===== config.mk =====
export PLATFORM = sky130hd
export DESIGN_NAME = sdram_port_arbit
export DESIGN_NICKNAME = d
export VERILOG_FILES = /design/src/rtl/sdram_port_arbit.sv
export SDC_FILE = /design/constraint.sdc
export NUM_CORES = 1
export LEC_CHECK = 0
export BUFFER_PORTS_ARGS = -buffer_cell sky130_fd_sc_hd__buf_2
export CAP_MARGIN = 20
export CORE_AREA = 4 4 213 215
export DETAILED_ROUTE_END_ITERATION = 10
export DIE_AREA = 0 0 217 219
export PLACE_DENSITY = 0.47
export SYNTH_ARGS = -nofsm -noshare
export SYNTH_HDL_FRONTEND = slang
export SYNTH_SLANG_ARGS = --single-unit

===== constraint.sdc =====
create_clock -name sys_clk -period 3 [get_ports sys_clk]
set_clock_uncertainty 0.1 [all_clocks]
set_input_delay 0.15 -clock sys_clk [delete_from_list [all_inputs] [get_ports sys_clk]]
set_output_delay 0.15 -clock sys_clk [all_outputs]
set_load 0.02 [all_outputs]

===== src/rtl/sdram_port_arbit.sv =====
// sdram_port_arbit: round-robin multi-port front end for the SDRAM controller; `SDRAM_ARB_TIMEOUT_EN adds a wait-state watchdog
module sdram_port_arbit #(
  parameter int NUM_PORTS = 4,
  parameter int ADDR_W = 21,
  parameter int DATA_W = 32,
  parameter int BLEN_W = 9,
  parameter int TIMEOUT_CYC = 1024,
  localparam int GW = (NUM_PORTS > 1) ? $clog2(NUM_PORTS) : 1
) (
  input  logic                        sys_clk,
  input  logic                        sys_rst_n,
  input  logic [NUM_PORTS-1:0]        port_wr_req,
  input  logic [NUM_PORTS*ADDR_W-1:0] port_wr_addr,
  input  logic [NUM_PORTS*BLEN_W-1:0] port_wr_len,
  input  logic [NUM_PORTS*DATA_W-1:0] port_wr_data,
  output logic [NUM_PORTS-1:0]        port_wr_ack,
  input  logic [NUM_PORTS-1:0]        port_rd_req,
  input  logic [NUM_PORTS*ADDR_W-1:0] port_rd_addr,
  input  logic [NUM_PORTS*BLEN_W-1:0] port_rd_len,
  output logic [DATA_W-1:0]           port_rd_data,
  output logic [NUM_PORTS-1:0]        port_rd_ack,
  input  logic                        init_end,
  output logic                        sdram_wr_req,
  output logic [ADDR_W-1:0]           sdram_wr_addr,
  output logic [BLEN_W-1:0]           wr_burst_len,
  output logic [DATA_W-1:0]           sdram_data_in,
  input  logic                        sdram_wr_ack,
  output logic                        sdram_rd_req,
  output logic [ADDR_W-1:0]           sdram_rd_addr,
  output logic [BLEN_W-1:0]           rd_burst_len,
  input  logic [DATA_W-1:0]           sdram_data_out,
  input  logic                        sdram_rd_ack,
  output logic                        arb_err,
  output logic [GW-1:0]               gnt_id
);
  localparam logic [2:0] IDLE     = 3'd0;
  localparam logic [2:0] WR_WAIT  = 3'd1;
  localparam logic [2:0] WR_BURST = 3'd2;
  localparam logic [2:0] RD_WAIT  = 3'd3;
  localparam logic [2:0] RD_BURST = 3'd4;

  logic [2:0] state;
  logic [GW-1:0] rr_ptr;
  logic [GW-1:0] win;
  logic [GW-1:0] gnt_nxt;
  logic hit;
  logic hit_wr;
  logic wr_act;
  logic rd_act;
  logic tmo;

  logic [ADDR_W-1:0] wa [NUM_PORTS];
  logic [ADDR_W-1:0] ra [NUM_PORTS];
  logic [BLEN_W-1:0] wl [NUM_PORTS];
  logic [BLEN_W-1:0] rl [NUM_PORTS];
  logic [DATA_W-1:0] wd [NUM_PORTS];

  for (genvar k = 0; k < NUM_PORTS; k++) begin : g_port
    assign wa[k] = port_wr_addr[k*ADDR_W +: ADDR_W];
    assign ra[k] = port_rd_addr[k*ADDR_W +: ADDR_W];
    assign wl[k] = port_wr_len[k*BLEN_W +: BLEN_W];
    assign rl[k] = port_rd_len[k*BLEN_W +: BLEN_W];
    assign wd[k] = port_wr_data[k*DATA_W +: DATA_W];
    assign port_wr_ack[k] = sdram_wr_ack & wr_act & (gnt_id == GW'(k));
    assign port_rd_ack[k] = sdram_rd_ack & rd_act & (gnt_id == GW'(k));
  end

  assign wr_act        = (state == WR_WAIT) || (state == WR_BURST);
  assign rd_act        = (state == RD_WAIT) || (state == RD_BURST);
  assign sdram_wr_req  = state == WR_WAIT;
  assign sdram_rd_req  = state == RD_WAIT;
  assign sdram_data_in = wd[gnt_id];
  assign port_rd_data  = sdram_data_out;
  assign gnt_nxt       = (gnt_id == GW'(NUM_PORTS - 1)) ? '0 : gnt_id + GW'(1);

  // Scan from rr_ptr upward (mod NUM_PORTS); first port with any request wins, write before read.
  always_comb begin : scan
    int j;
    j = 0;
    hit = 1'b0;
    hit_wr = 1'b0;
    win = '0;
    for (int i = 0; i < NUM_PORTS; i++) begin
      j = int'(rr_ptr) + i;
      if (j >= NUM_PORTS) j = j - NUM_PORTS;
      if (!hit && (port_wr_req[j] | port_rd_req[j])) begin
        hit = 1'b1;
        hit_wr = port_wr_req[j];
        win = GW'(j);
      end
    end
  end

`ifdef SDRAM_ARB_TIMEOUT_EN
  localparam int CW = $clog2(TIMEOUT_CYC + 1);
  logic [CW-1:0] wdg_cnt;
  logic err_q;
  logic wait_st;
  logic cur_ack;
  assign wait_st = (state == WR_WAIT) || (state == RD_WAIT);
  assign cur_ack = (state == WR_WAIT) ? sdram_wr_ack : sdram_rd_ack;
  assign tmo     = wait_st && !cur_ack && (wdg_cnt == CW'(TIMEOUT_CYC - 1));
  assign arb_err = err_q;

  // Count unanswered wait cycles; the error flag is sticky until reset.
  always_ff @(posedge sys_clk or negedge sys_rst_n)
    if (!sys_rst_n) begin
      wdg_cnt <= '0;
      err_q <= 1'b0;
    end else begin
      wdg_cnt <= (wait_st && !cur_ack && !tmo) ? wdg_cnt + CW'(1) : '0;
      err_q <= err_q | tmo;
    end
`else
  assign tmo     = TIMEOUT_CYC < 0;
  assign arb_err = 1'b0;
`endif

  // Grant FSM: address/length are captured once at grant and held through the burst.
  always_ff @(posedge sys_clk or negedge sys_rst_n)
    if (!sys_rst_n) begin
      state <= IDLE;
      gnt_id <= '0;
      rr_ptr <= '0;
      sdram_wr_addr <= '0;
      wr_burst_len <= '0;
      sdram_rd_addr <= '0;
      rd_burst_len <= '0;
    end else begin
      case (state)
        IDLE:
          if (init_end && hit) begin
            gnt_id <= win;
            if (hit_wr) begin
              state <= WR_WAIT;
              sdram_wr_addr <= wa[win];
              wr_burst_len <= wl[win];
            end else begin
              state <= RD_WAIT;
              sdram_rd_addr <= ra[win];
              rd_burst_len <= rl[win];
            end
          end
        WR_WAIT:
          if (sdram_wr_ack) state <= WR_BURST;
          else if (tmo) begin
            state <= IDLE;
            rr_ptr <= gnt_nxt;
          end
        WR_BURST:
          if (!sdram_wr_ack) begin
            state <= IDLE;
            rr_ptr <= gnt_nxt;
          end
        RD_WAIT:
          if (sdram_rd_ack) state <= RD_BURST;
          else if (tmo) begin
            state <= IDLE;
            rr_ptr <= gnt_nxt;
          end
        RD_BURST:
          if (!sdram_rd_ack) begin
            state <= IDLE;
            rr_ptr <= gnt_nxt;
          end
        default: state <= IDLE;
      endcase
    end
endmodule


==> out/results.txt <==
antenna violations before repair: 6
Routed wire per std cell: 20.92 um
Fin. Hold Viols: 0
worst hold endpoint: wr_burst_len[0]
routed wl met2: 19620 um
DRC Markers: 0
Final Util: 0.2567
fmax: 0.3287 GHz
synth unique cells: 50
PortBufs: 484
Tmin final: 3.042 ns
FF-to-FF path depth: 11
die area: 47520 um2
worst r2r src: rr_ptr[0]
Top Layer Used: met4
slowest CP cell: mux4_2
largest net degree at the start of global routing: 47
Seq/Total Area, Yosys: 0.2798
first-pass GRT wire length: 53960 um
Synth Area per Inst: 9.051 um2
Clock Sinks: 67
Sw Ratio: 0.5091
Post-DP HPWL: 29340 um
fin worst setup slack: -0.04210 ns
Clk Latency, worst-skew pair: 0.36 ns
failing checks: negative setup slack
Initial DRC Count: 471
CP required: 3.17 ns
startpoint type of the worst setup path: flop
cell mode on critical path: buf_6
clock root cell: clkbuf_16
clk buf depth: 2
total global routing overflow: 0
Post-synth ARST share: 1.000
Crit Path Max Fanout: 5
total power: 0.01175 W
Slew Limit Fails: 0
Logic pwr share: 0.749
terminus of the critical flop-to-flop path: sdram_wr_addr[16]
Total GRT Usage: 0.1509
crit path DAT: 3.21 ns
Worst Tran Pin Value: 0.7296 ns
Worst Hold Class: in -> reg
layout cell share with drive strength beyond 1: 0.6052
post-synth design cell area: 5992 um2
CTS buffer count: 9
Slew headroom: 0.5136
via count: 8031
design area: 11230 um2
Peak VDD IR: 355.3 uV
Starting Density: 0.1370
yosys warns: 0
I/O pin total: 550
vias in the first global route: 8693
RSZ-0062 raised after global routing: true
power share of the sequential group: 0.150
CORE AREA: 43740 um2
worst setup path class: reg -> reg
Final Cycle Share: 1.014
EDFF count, synth: 0
antenna violation net count after detailed routing: 0
status: finished with violations
die height: 219 um
DRT Pass-1 Iters: 5
PwrDens: 1046 nW/um2
Net Count, Synth: 1079
P_leak: 5.184 nW
Synth Flop Type: dfrtp_1
Reg clk slew, reported paths: 0.06 ns
P&R area growth vs syn: 87.41%
Max stage delay on crit path: 0.53 ns
Post-Route WL: 38070 um
Hold Crit Start: port_wr_len[0]
Hold Crit Depth: 3
# setup viols final: 18
WL met3: 2932 um
Fin Hold WS: 0.01784 ns
maxcap violations: 0
CTS tree: built
dpl cell area: 9314 um2
vias per cell: 4.413
htree depth: 3
Sw Pwr: 0.005980 W
worst path cell trace: mux4_2 > buf_6 > or2_4 > buf_6 > o41ai_4 > nor3_4 > buf_6 > nor2b_4 > buf_12 > clkbuf_16 > a221oi_2
# nets final: 1638
cell internal pwr: 0.005766 W
R2R setup slack: -0.04 ns
Placer Congestion: 0.8744
Cells after Synth: 662
Crit. End Element: flop
setup tns final: -0.2959 ns
row cnt: 77
Synth Register Bits: 67
Met1 Routed Length: 13800 um
clock share of power: 0.101
chip width: 217 um
-- worst max path at each step --
stage / start / endpoint / slack (ns) / cells past startpoint
final: rr_ptr[0] / sdram_wr_addr[16] / -0.04 / 11
after floorplan: rr_ptr[1] / sdram_rd_addr[10] / 0.29 / 10
after global routing: rr_ptr[0] / wr_burst_len[2] / -0.14 / 11
after detailed placement: rr_ptr[1] / sdram_rd_addr[3] / -0.40 / 10
after CTS: rr_ptr[0] / wr_burst_len[1] / -0.03 / 10
after global placement: rr_ptr[1] / rd_burst_len[4] / -0.42 / 10
-- layout by cell type (no fill, tap or decap), types with 12 or more instances in the layout --
cell type	count
dfrtp_1	64
a2111oi_2	19
mux4_2	40
a221oi_2	28
a21oi_1	59
nand2_1	64
buf_2	483
buf_4	57
and3_1	60
nor2_1	54
buf_6	12
nor2_2	15
dlygate4sd3_1	74
buf_12	19
a211oi_1	55
-- logic make-up after synthesis --
family / after synthesis / synth area share
xor gates and xnor gates: 1 / 0.001462
adders and majority gates: 4 / 0.008353
other: 1 / 0.0006258
buffers and inverters: 108 / 0.1046
and+or+nand+nor: 234 / 0.1896
DFF: 67 / 0.2798
AOI/OAI and AO/OA: 204 / 0.2598
muxes: 43 / 0.1558
-- timing repair --
item,4_1_cts,5_1_grt
hold buffers,73,1
resized for setup,58,79
endpoints found under the setup margin,61,60
endpoints found under the hold margin,104,1
setup buffers,14,1
pin swaps,4,6
cloned,4,2
-- synthesized netlist by cell type (3+ instances only) --
cell type / number / share of area
and3_1: 60 / 0.063
nor2b_1: 3 / 0.0031
o21ai_0: 6 / 0.0050
a2111oi_0: 29 / 0.042
buf_2: 18 / 0.015
a211oi_1: 60 / 0.075
and2_1: 10 / 0.010
nor3b_1: 3 / 0.0038
clkbuf_1: 39 / 0.024
a221oi_2: 10 / 0.025
dfrtp_1: 67 / 0.28
a21oi_1: 66 / 0.055
nor2_1: 76 / 0.048
a221oi_1: 20 / 0.029
buf_6: 8 / 0.015
nand2_1: 64 / 0.040
ha_1: 4 / 0.0084
buf_4: 37 / 0.046
or2_2: 4 / 0.0042
inv_1: 3 / 0.0019
buf_1: 3 / 0.0019
mux4_2: 40 / 0.15
-- sequential cells by signal, summed over array words and instances (netlist names) --
| register | count |
|---|---|
| gnt_id | 2 |
| rd_burst_len | 9 |
| rr_ptr | 2 |
| sdram_rd_addr | 21 |
| sdram_wr_addr | 21 |
| state | 3 |
| wr_burst_len | 9 |
-- power groups by stage --
stage	Combinational, W	Sequential [W]	Clock (W)
floorplan	0.00409	0.00213	0
global placement	0.00772	0.00173	0
detailed placement	0.00770	0.00173	0
CTS	0.00851	0.00173	0.00125
global route	0.00941	0.00183	0.00128
finish	0.00880	0.00176	0.00119
-- critical path: cells and delay by family, from the launching register on --
| kind | cells | cell delay, ns |
|---|---|---|
| DFF | 1 | 0.41 |
| buffers and inverters | 5 | 0.70 |
| and+or+nand+nor | 3 | 0.51 |
| muxes | 1 | 0.53 |
| AOI/OAI and AO/OA | 2 | 0.68 |
-- through the flow --
step           cells  setup WS [ns]
5_1_grt         1820        -0.1427
6_report        1820       -0.04210
3_3_place_gp    1707        -0.4160
2_1_floorplan    662         0.2867
3_5_place_dp    1707        -0.3964
4_1_cts         1814       -0.03134
-- metal layers --
metal  vias to the layer above  global-route usage
met5                         -                   0
met4                         0             0.06869
met3                        77             0.04029
met2                       458              0.2784
met1                      3878              0.1607
li1                       3618                   -
-- layout make-up --
cell class,count,area (um2)
fillers,4786,32510
inverters,3,11.26
flip-flops and latches,67,1680
diodes,2,5.005
well taps,592,740.7
repair buffers,653,4292
clock inverters,3,43.79
multi-input cells,487,4177
clock buffers,13,280.3
Note: power is estimated with default switching activity, not from simulation.
